### src/rtl/secure_seq_fsm.sv
// -----------------------------------------------------------------------------
// secure_seq_fsm
//   Security-gated sequencing controller. A start request is accepted only
//   while secure_i is high. The block then walks ARM -> RUN (RUN_CYCLES long)
//   -> DONE -> IDLE. Loss of secure_i before the sequence finishes aborts to
//   ERR and bumps a saturating violation counter that only reset clears.
//
//   Build option: define SEC_SEQ_LOCK_EN to make ERR sticky. ERR is then
//   released only by err_clr_i=1 together with start_i=0. Without the macro,
//   ERR lasts one cycle and err_clr_i is ignored.
//
// Ports
//   clk          clock
//   rst_n        asynchronous active-low reset
//   secure_i     security-qualified enable, must stay high for a whole sequence
//   start_i      sequence request, sampled only in IDLE
//   err_clr_i    error-lock release (SEC_SEQ_LOCK_EN builds only)
//   busy_o       high in ARM and RUN
//   done_o       one-cycle pulse in DONE
//   err_o        high in ERR
//   phase_o      state code: IDLE=0 ARM=1 RUN=2 DONE=3 ERR=4
//   remaining_o  RUN cycles still to go (counter+1), 0 outside RUN
//   viol_cnt_o   saturating count of security violations
//
// State table
//   state | meaning
//   IDLE  | waiting for start_i
//   ARM   | request accepted, one setup cycle, loads RUN counter
//   RUN   | counting down RUN_CYCLES cycles
//   DONE  | sequence finished, done_o pulses
//   ERR   | security violation (or illegal encoding) recovery
// -----------------------------------------------------------------------------
module secure_seq_fsm #(
    parameter int RUN_CYCLES = 4,
    parameter int CNT_W      = $clog2(RUN_CYCLES + 1),
    parameter int VIOL_W     = 4
) (
    input  logic              clk,
    input  logic              rst_n,
    input  logic              secure_i,
    input  logic              start_i,
    input  logic              err_clr_i,
    output logic              busy_o,
    output logic              done_o,
    output logic              err_o,
    output logic [2:0]        phase_o,
    output logic [CNT_W-1:0]  remaining_o,
    output logic [VIOL_W-1:0] viol_cnt_o
);

    typedef enum logic [2:0] {
        IDLE = 3'd0,
        ARM  = 3'd1,
        RUN  = 3'd2,
        DONE = 3'd3,
        ERR  = 3'd4
    } state_t;

    localparam logic [CNT_W-1:0]  RUN_LOAD = CNT_W'(RUN_CYCLES - 1);
    localparam logic [VIOL_W-1:0] VIOL_MAX = {VIOL_W{1'b1}};

    state_t            state_q, state_d;
    logic [CNT_W-1:0]  cnt_q, cnt_d;
    logic [VIOL_W-1:0] viol_q, viol_d;
    logic              viol_hit;

`ifndef SEC_SEQ_LOCK_EN
    // err_clr_i only matters for the sticky-error build.
    logic unused_err_clr;
    assign unused_err_clr = err_clr_i;
`endif

    always_ff @(posedge clk or negedge rst_n) begin
        if (!rst_n) begin
            state_q <= IDLE;
            cnt_q   <= '0;
            viol_q  <= '0;
        end else begin
            state_q <= state_d;
            cnt_q   <= cnt_d;
            viol_q  <= viol_d;
        end
    end

    always_comb begin
        state_d  = state_q;
        cnt_d    = cnt_q;
        viol_hit = 1'b0;
        case (state_q)
            IDLE: begin
                if (start_i) begin
                    if (secure_i) begin
                        state_d = ARM;
                    end else begin
                        state_d  = ERR;
                        viol_hit = 1'b1;
                    end
                end
            end
            ARM: begin
                if (secure_i) begin
                    state_d = RUN;
                    cnt_d   = RUN_LOAD;
                end else begin
                    state_d  = ERR;
                    viol_hit = 1'b1;
                end
            end
            RUN: begin
                // Security loss wins over counter expiry.
                if (!secure_i) begin
                    state_d  = ERR;
                    cnt_d    = '0;
                    viol_hit = 1'b1;
                end else if (cnt_q == '0) begin
                    state_d = DONE;
                end else begin
                    cnt_d = cnt_q - CNT_W'(1);
                end
            end
            DONE: begin
                state_d = IDLE;
            end
            ERR: begin
`ifdef SEC_SEQ_LOCK_EN
                if (err_clr_i && !start_i) begin
                    state_d = IDLE;
                end
`else
                state_d = IDLE;
`endif
            end
            default: begin
                // Corrupted encoding: recover through ERR, not a violation.
                state_d = ERR;
                cnt_d   = '0;
            end
        endcase
        viol_d = (viol_hit && (viol_q != VIOL_MAX)) ? viol_q + VIOL_W'(1) : viol_q;
    end

    always_comb begin
        busy_o      = (state_q == ARM) || (state_q == RUN);
        done_o      = (state_q == DONE);
        err_o       = (state_q == ERR);
        phase_o     = state_q;
        remaining_o = (state_q == RUN) ? cnt_q + CNT_W'(1) : '0;
        viol_cnt_o  = viol_q;
    end

endmodule

### config.mk
export PLATFORM = sky130hd
export DESIGN_NAME = secure_seq_fsm
export DESIGN_NICKNAME = d
export VERILOG_FILES = /design/src/rtl/secure_seq_fsm.sv
export SDC_FILE = /design/constraint.sdc
export NUM_CORES = 1
export LEC_CHECK = 0
export BUFFER_PORTS_ARGS = -buffer_cell sky130_fd_sc_hd__buf_2
export CORE_MARGIN = 10
export CORE_UTILIZATION = 47
export CTS_BUF_LIST = sky130_fd_sc_hd__clkbuf_4
export CTS_CLUSTER_DIAMETER = 80
export DETAILED_ROUTE_END_ITERATION = 16
export GPL_TIMING_DRIVEN = 0
export PLACE_DENSITY = 0.77
export SLEW_MARGIN = 20
export SYNTH_ARGS = -nofsm -noshare
export SYNTH_HDL_FRONTEND = slang
export SYNTH_SLANG_ARGS = --single-unit
### constraint.sdc
create_clock -name clk -period 1.7 [get_ports clk]
set_input_delay 0.425 -clock clk [delete_from_list [all_inputs] [get_ports clk]]
set_output_delay 0.425 -clock clk [all_outputs]
set_load 0.05 [all_outputs]
* Yosys cells after proc, flatten, opt, wreduce, memory -nomap -nowiden *
Cells that the tools add are included.

word-level totals
  register bits = 10
  bits of input ports = 5
  output and inout port bits = 13
  logic and storage cells = 39

operators by class
  add/subtract/negate cells = 3
  equality and inequality tests = 9
  mux-type cells = 14
  bitwise gates (word level) = 1
  reduce and logical (&&, ||, !) cells = 9

operators with widths
  cell                 number
  $mux 3               9
  $pmux 3 s4           1
  $pmux 3 s3           1
  $eq 3x2->1 const B   2
  $logic_not 3->1      2
  $ne 3x3->1 const B   2
  $add 4x1->4 const B  1
  $ne 2x2->1 const B   2
  $ne 4x4->1 const B   1
  $reduce_or 2->1      2
  $add 3x1->3 const B  1
  $eq 3x1->1 const B   1
  $eq 3x3->1 const B   1
  $reduce_and 3->1     1
  $reduce_or 3->1      1
  $sub 3x1->3 const B  1
  $mux 1               2
  $pmux 1 s2           1
  $reduce_and 2->1     1
  $logic_and 1x1->1    1
  $logic_or 1x1->1     1
  $not 1->1            1

* Depth between registers and ports, before layout *
  depth after elaboration = 4
  depth in mapped cells = 6
  depth with buffers taken out = 6

* Worst setup path before layout *
Ideal clock, no wire load.

  kind = register to output
  start point = reg state_q[0] (netlist: phase_o[0])
  end point = out remaining_o[1]
  data arrival time = 2.216 ns
  data required time = 1.275 ns
  slack = -0.941 ns
  stages on the path, launching flop included = 4
  buffers on the path = 1
  path through = dfrtp_1 buf_4 nand2b_1 nor3b_1

between the ends
  longest elaborated chain between the ends = 2

RTL lines
  what                      RTL line  source
  start: declaration        62        state_t state_q, state_d;
  start signal: assignment  79        state_q <= state_d;
  $eq 3x2->1                147       remaining_o = (state_q == RUN) ? cnt_q + CNT_W'(1) : '0;
  $mux 3                    147
  end: declaration          47        output logic [CNT_W-1:0] remaining_o,

No other way between the ends.

* Worst setup path after layout *
  start point = reg cnt_q[1]
  end point = out remaining_o[1]

between the ends
  longest elaborated chain between the ends = 2

RTL lines
  what                      RTL line  source
  start: declaration        63        logic [CNT_W-1:0] cnt_q, cnt_d;
  start signal: assignment  80        cnt_q <= cnt_d;
  $add 3x1->3               147
  $mux 3                    147

No other way between the ends.

==> impl_metrics.py <==
metrics = {
    "clocking": {
        "htree_levels": 1,
        "clk_latency_ns": 0.27,
        "cts_buffers": 3,
        "cts.sinks": 10,
        "root_buffer": "clkbuf_4",
        "clock_path_buffers": 2,
        "clk_pin_slew_ns": 0.07,
        "cts_tree": "done",
    },
    "pwr": {
        "ir_worst_vdd_mv": 1.34,
        "pwr_density_cell_nw_per_um2": 1590,
        "leakage_nw": 0.474,
    },
    "critical_path": {
        "crit_arrival_ns": 1.35,
        "r2r-end": "cnt_q[0]",
        "reg2reg_slack_ns": 0.08,
        "reg2reg_from": "cnt_q[1]",
        "ff2ff_path_depth": 6,
        "required_ns": 1.27,
        "crit_type": "flop to output port",
        "cp_max_fo": 3,
        "critPathCaptureType": "output port",
        "critPathLaunchType": "flop",
    },
    "sta": {
        "fin_crit_sh": 1.04,
        "fin_crit_ns": 1.77,
        "fin_ws_ns": -0.0700,
        "drv_slew": 0,
        "rsz0062_at_grt": "true",
        "skew_ns": 0.00514,
        "worst_slew_pin_slew_ns": 0.350,
        "relSlewSlack": 0.765,
        "setup_viol": 2,
        "fmax_ghz": 0.565,
        "timing.hold.ws_ns": -0.00302,
        "hold_violations": 6,
    },
    "yosys": {
        "avgSynthCellArea_um2": 9.91,
        "synthAdderAreaFrac": 0.0777,
        "ys_warn_count": 0,
        "synth_top_family_by_area": "simple AND/OR/NAND/NOR gates",
        "synth-compound-area-share": 0.115,
        "synth.area.mux_share": 0.0680,
        "synth_xor_area_frac": 0.0544,
        "ys_ff_latch": 10,
        "synth-simple-area-share": 0.231,
        "ys_types": 29,
        "synth_nets": 74,
        "synth_area_um2": 644,
        "ys_seq_area_frac": 0.388,
        "synthCells": 65,
    },
    "flow_run": {
        "maxCapViolCount": 0,
    },
    "floorplan": {
        "fp.dieH_um": 57.0,
        "die-area_um2": 3250,
        "core_um2": 1300,
        "die_x_um": 57.0,
        "initial_core_util": 0.495,
        "rows": 13,
        "io_pins": 18,
    },
    "route": {
        "viasPerCell": 5.41,
        "firstDrtPassIters": 3,
        "antenna_left": 0,
        "wl_um": 1800,
        "num_vias": 611,
        "wl_per_cell_um": 15.9,
        "first_iter_violations": 9,
        "drc": 0,
    },
    "placed_design": {
        "place_area_um2": 841,
        "placed_cells": 96,
        "port_buffers": 16,
        "dp_hpwl_um": 1150,
        "gp_congestion": 0.720,
    },
    "grt": {
        "grt.overflow.total": 0,
        "antenna_found_initial": 0,
        "grt_pass1_vias": 624,
        "grtUsageTotal": 0.102,
        "grt_pass1_wl_um": 2800,
        "grt_max_degree": 11,
    },
    "final_layout": {
        "final_cell_area_um2": 1070,
        "final_cells": 113,
        "antenna_cells": 0,
        "drive_above_1_share": 0.633,
        "fin_nets": 108,
        "syn_to_final_growth_pct": 66.2,
    },
    "hold_path": {
        "hp-class": "primary input to async pin",
    },
    "status": {
        "violations": "hold timing, setup timing",
        "status": "complete, but fails checks",
    },
}
-- cell usage after synthesis, drive strengths merged --
cell / count / area share
nor2b: 2 / 0.019
xor2: 1 / 0.014
ha: 4 / 0.078
a22oi: 1 / 0.012
inv: 5 / 0.029
nor2: 3 / 0.017
nand2: 3 / 0.017
and2: 2 / 0.019
o221ai: 1 / 0.023
dfrtp: 10 / 0.39
o21ai: 2 / 0.016
nor3: 6 / 0.047
nor3b: 1 / 0.012
and3: 2 / 0.019
a32o: 1 / 0.016
a21o: 1 / 0.012
nand2b: 2 / 0.019
xnor2: 3 / 0.041
a21oi: 3 / 0.023
nand4: 1 / 0.0097
buf: 3 / 0.037
mux2i: 1 / 0.016
mux2: 3 / 0.052
nand3: 1 / 0.0078
nor4: 2 / 0.043
o31a: 1 / 0.014
-- power breakdown --
part	internal [W]	switching, W
Clock	0.0000850	0.0000853
Sequential	0.000334	0.000109
Combinational	0.000472	0.000623
Total	0.000891	0.000817
-- kinds of logic (layout without fill, tap and decap cells) --
| group | count (synthesis) | after routing |
|---|---|---|
| AO/OA/AOI/OAI | 10 | 10 |
| XOR/XNOR | 4 | 4 |
| adder cells (fa/ha/maj) | 4 | 4 |
| buffers and inverters | 8 | 41 |
| flip-flops | 10 | 10 |
| multiplexers | 4 | 4 |
| AND/OR/NAND/NOR | 25 | 25 |
-- how the worst max path moves through the flow --
| stage | start | to | slack (ns) |
|---|---|---|---|
| 6_report | cnt_q[1] | remaining_o[1] | -0.07 |
| 3_3_place_gp | cnt_q[0] | cnt_q[1] | 0.001 |
| 5_1_grt | cnt_q[1] | remaining_o[1] | -0.13 |
| 3_5_place_dp | cnt_q[0] | cnt_q[0] | -0.05 |
| 2_1_floorplan | phase_o[0] | remaining_o[1] | -0.10 |
| 4_1_cts | cnt_q[0] | remaining_o[2] | -0.07 |
-- cells in the final DEF, fill, tap and decap left out, types with 3 or more instances in the layout --
cell	netlist	layout
buf_2	1	10
buf_4	1	12
buf_6	1	6
buf_8	0	3
clkbuf_4	0	3
dfrtp_1	10	4
dfrtp_2	0	6
nand2_1	3	3
nor2_1	3	3
nor3_1	6	3
nor3_4	0	3
-- layout make-up --
class	instances	area [um^2]
plain buffers	2	35.0
clock buffers	3	22.5
clock inverters	1	3.75
fillers	80	230
inverters	5	23.8
multi-input cells	47	472
flip-flops and latches	10	258
well taps	15	18.8
repair buffers	30	238
-- metrics by stage --
stage / worst slack, ns / power, W / setup TNS (ns) / hold slack (ns) / util
3_5_place_dp: -0.0512 / 0.00130 / -0.0946 / 0.295 / 0.646
6_report: -0.0700 / 0.00171 / -0.136 / -0.00302 / 0.823
4_1_cts: -0.0692 / 0.00157 / -0.133 / 0.00725 / 0.744
5_1_grt: -0.126 / 0.00183 / -0.362 / 0.00890 / 0.823
3_3_place_gp: 0.00147 / 0.00128 / 0 / 0.295 / 0.646
2_1_floorplan: -0.103 / 0.00112 / -0.229 / 0.129 / -
-- registers in the layout, summed over array words and instances (netlist names) --
register    flops
cnt_q           3
phase_o         3
viol_cnt_o      4
-- routing by layer --
| layer | vias to the layer above | global-route usage | part of all wire |
|---|---|---|---|
| met5 | - | 0 | 0 |
| met4 | 0 | 0.0302 | 0.022 |
| met3 | 4 | 0.0398 | 0.037 |
| met2 | 16 | 0.167 | 0.54 |
| met1 | 294 | 0.119 | 0.40 |
| li1 | 297 | - | - |
-- critical path: stages, from the launching register on --
cell     delay, ns
dfrtp_1       0.39
inv_2         0.07
ha_4          0.26
nor3b_4       0.17
buf_6         0.18
-- what timing repair did --
| action | 4_1_cts | 5_1_grt |
|---|---|---|
| setup endpoints to repair | 8 | 8 |
| hold buffers | 0 | 0 |
| buffers inserted | 7 | 8 |
| pin swaps | 3 | 5 |
| gates resized for setup | 18 | 11 |
No activity file was read; power rests on OpenSTA's default activity.
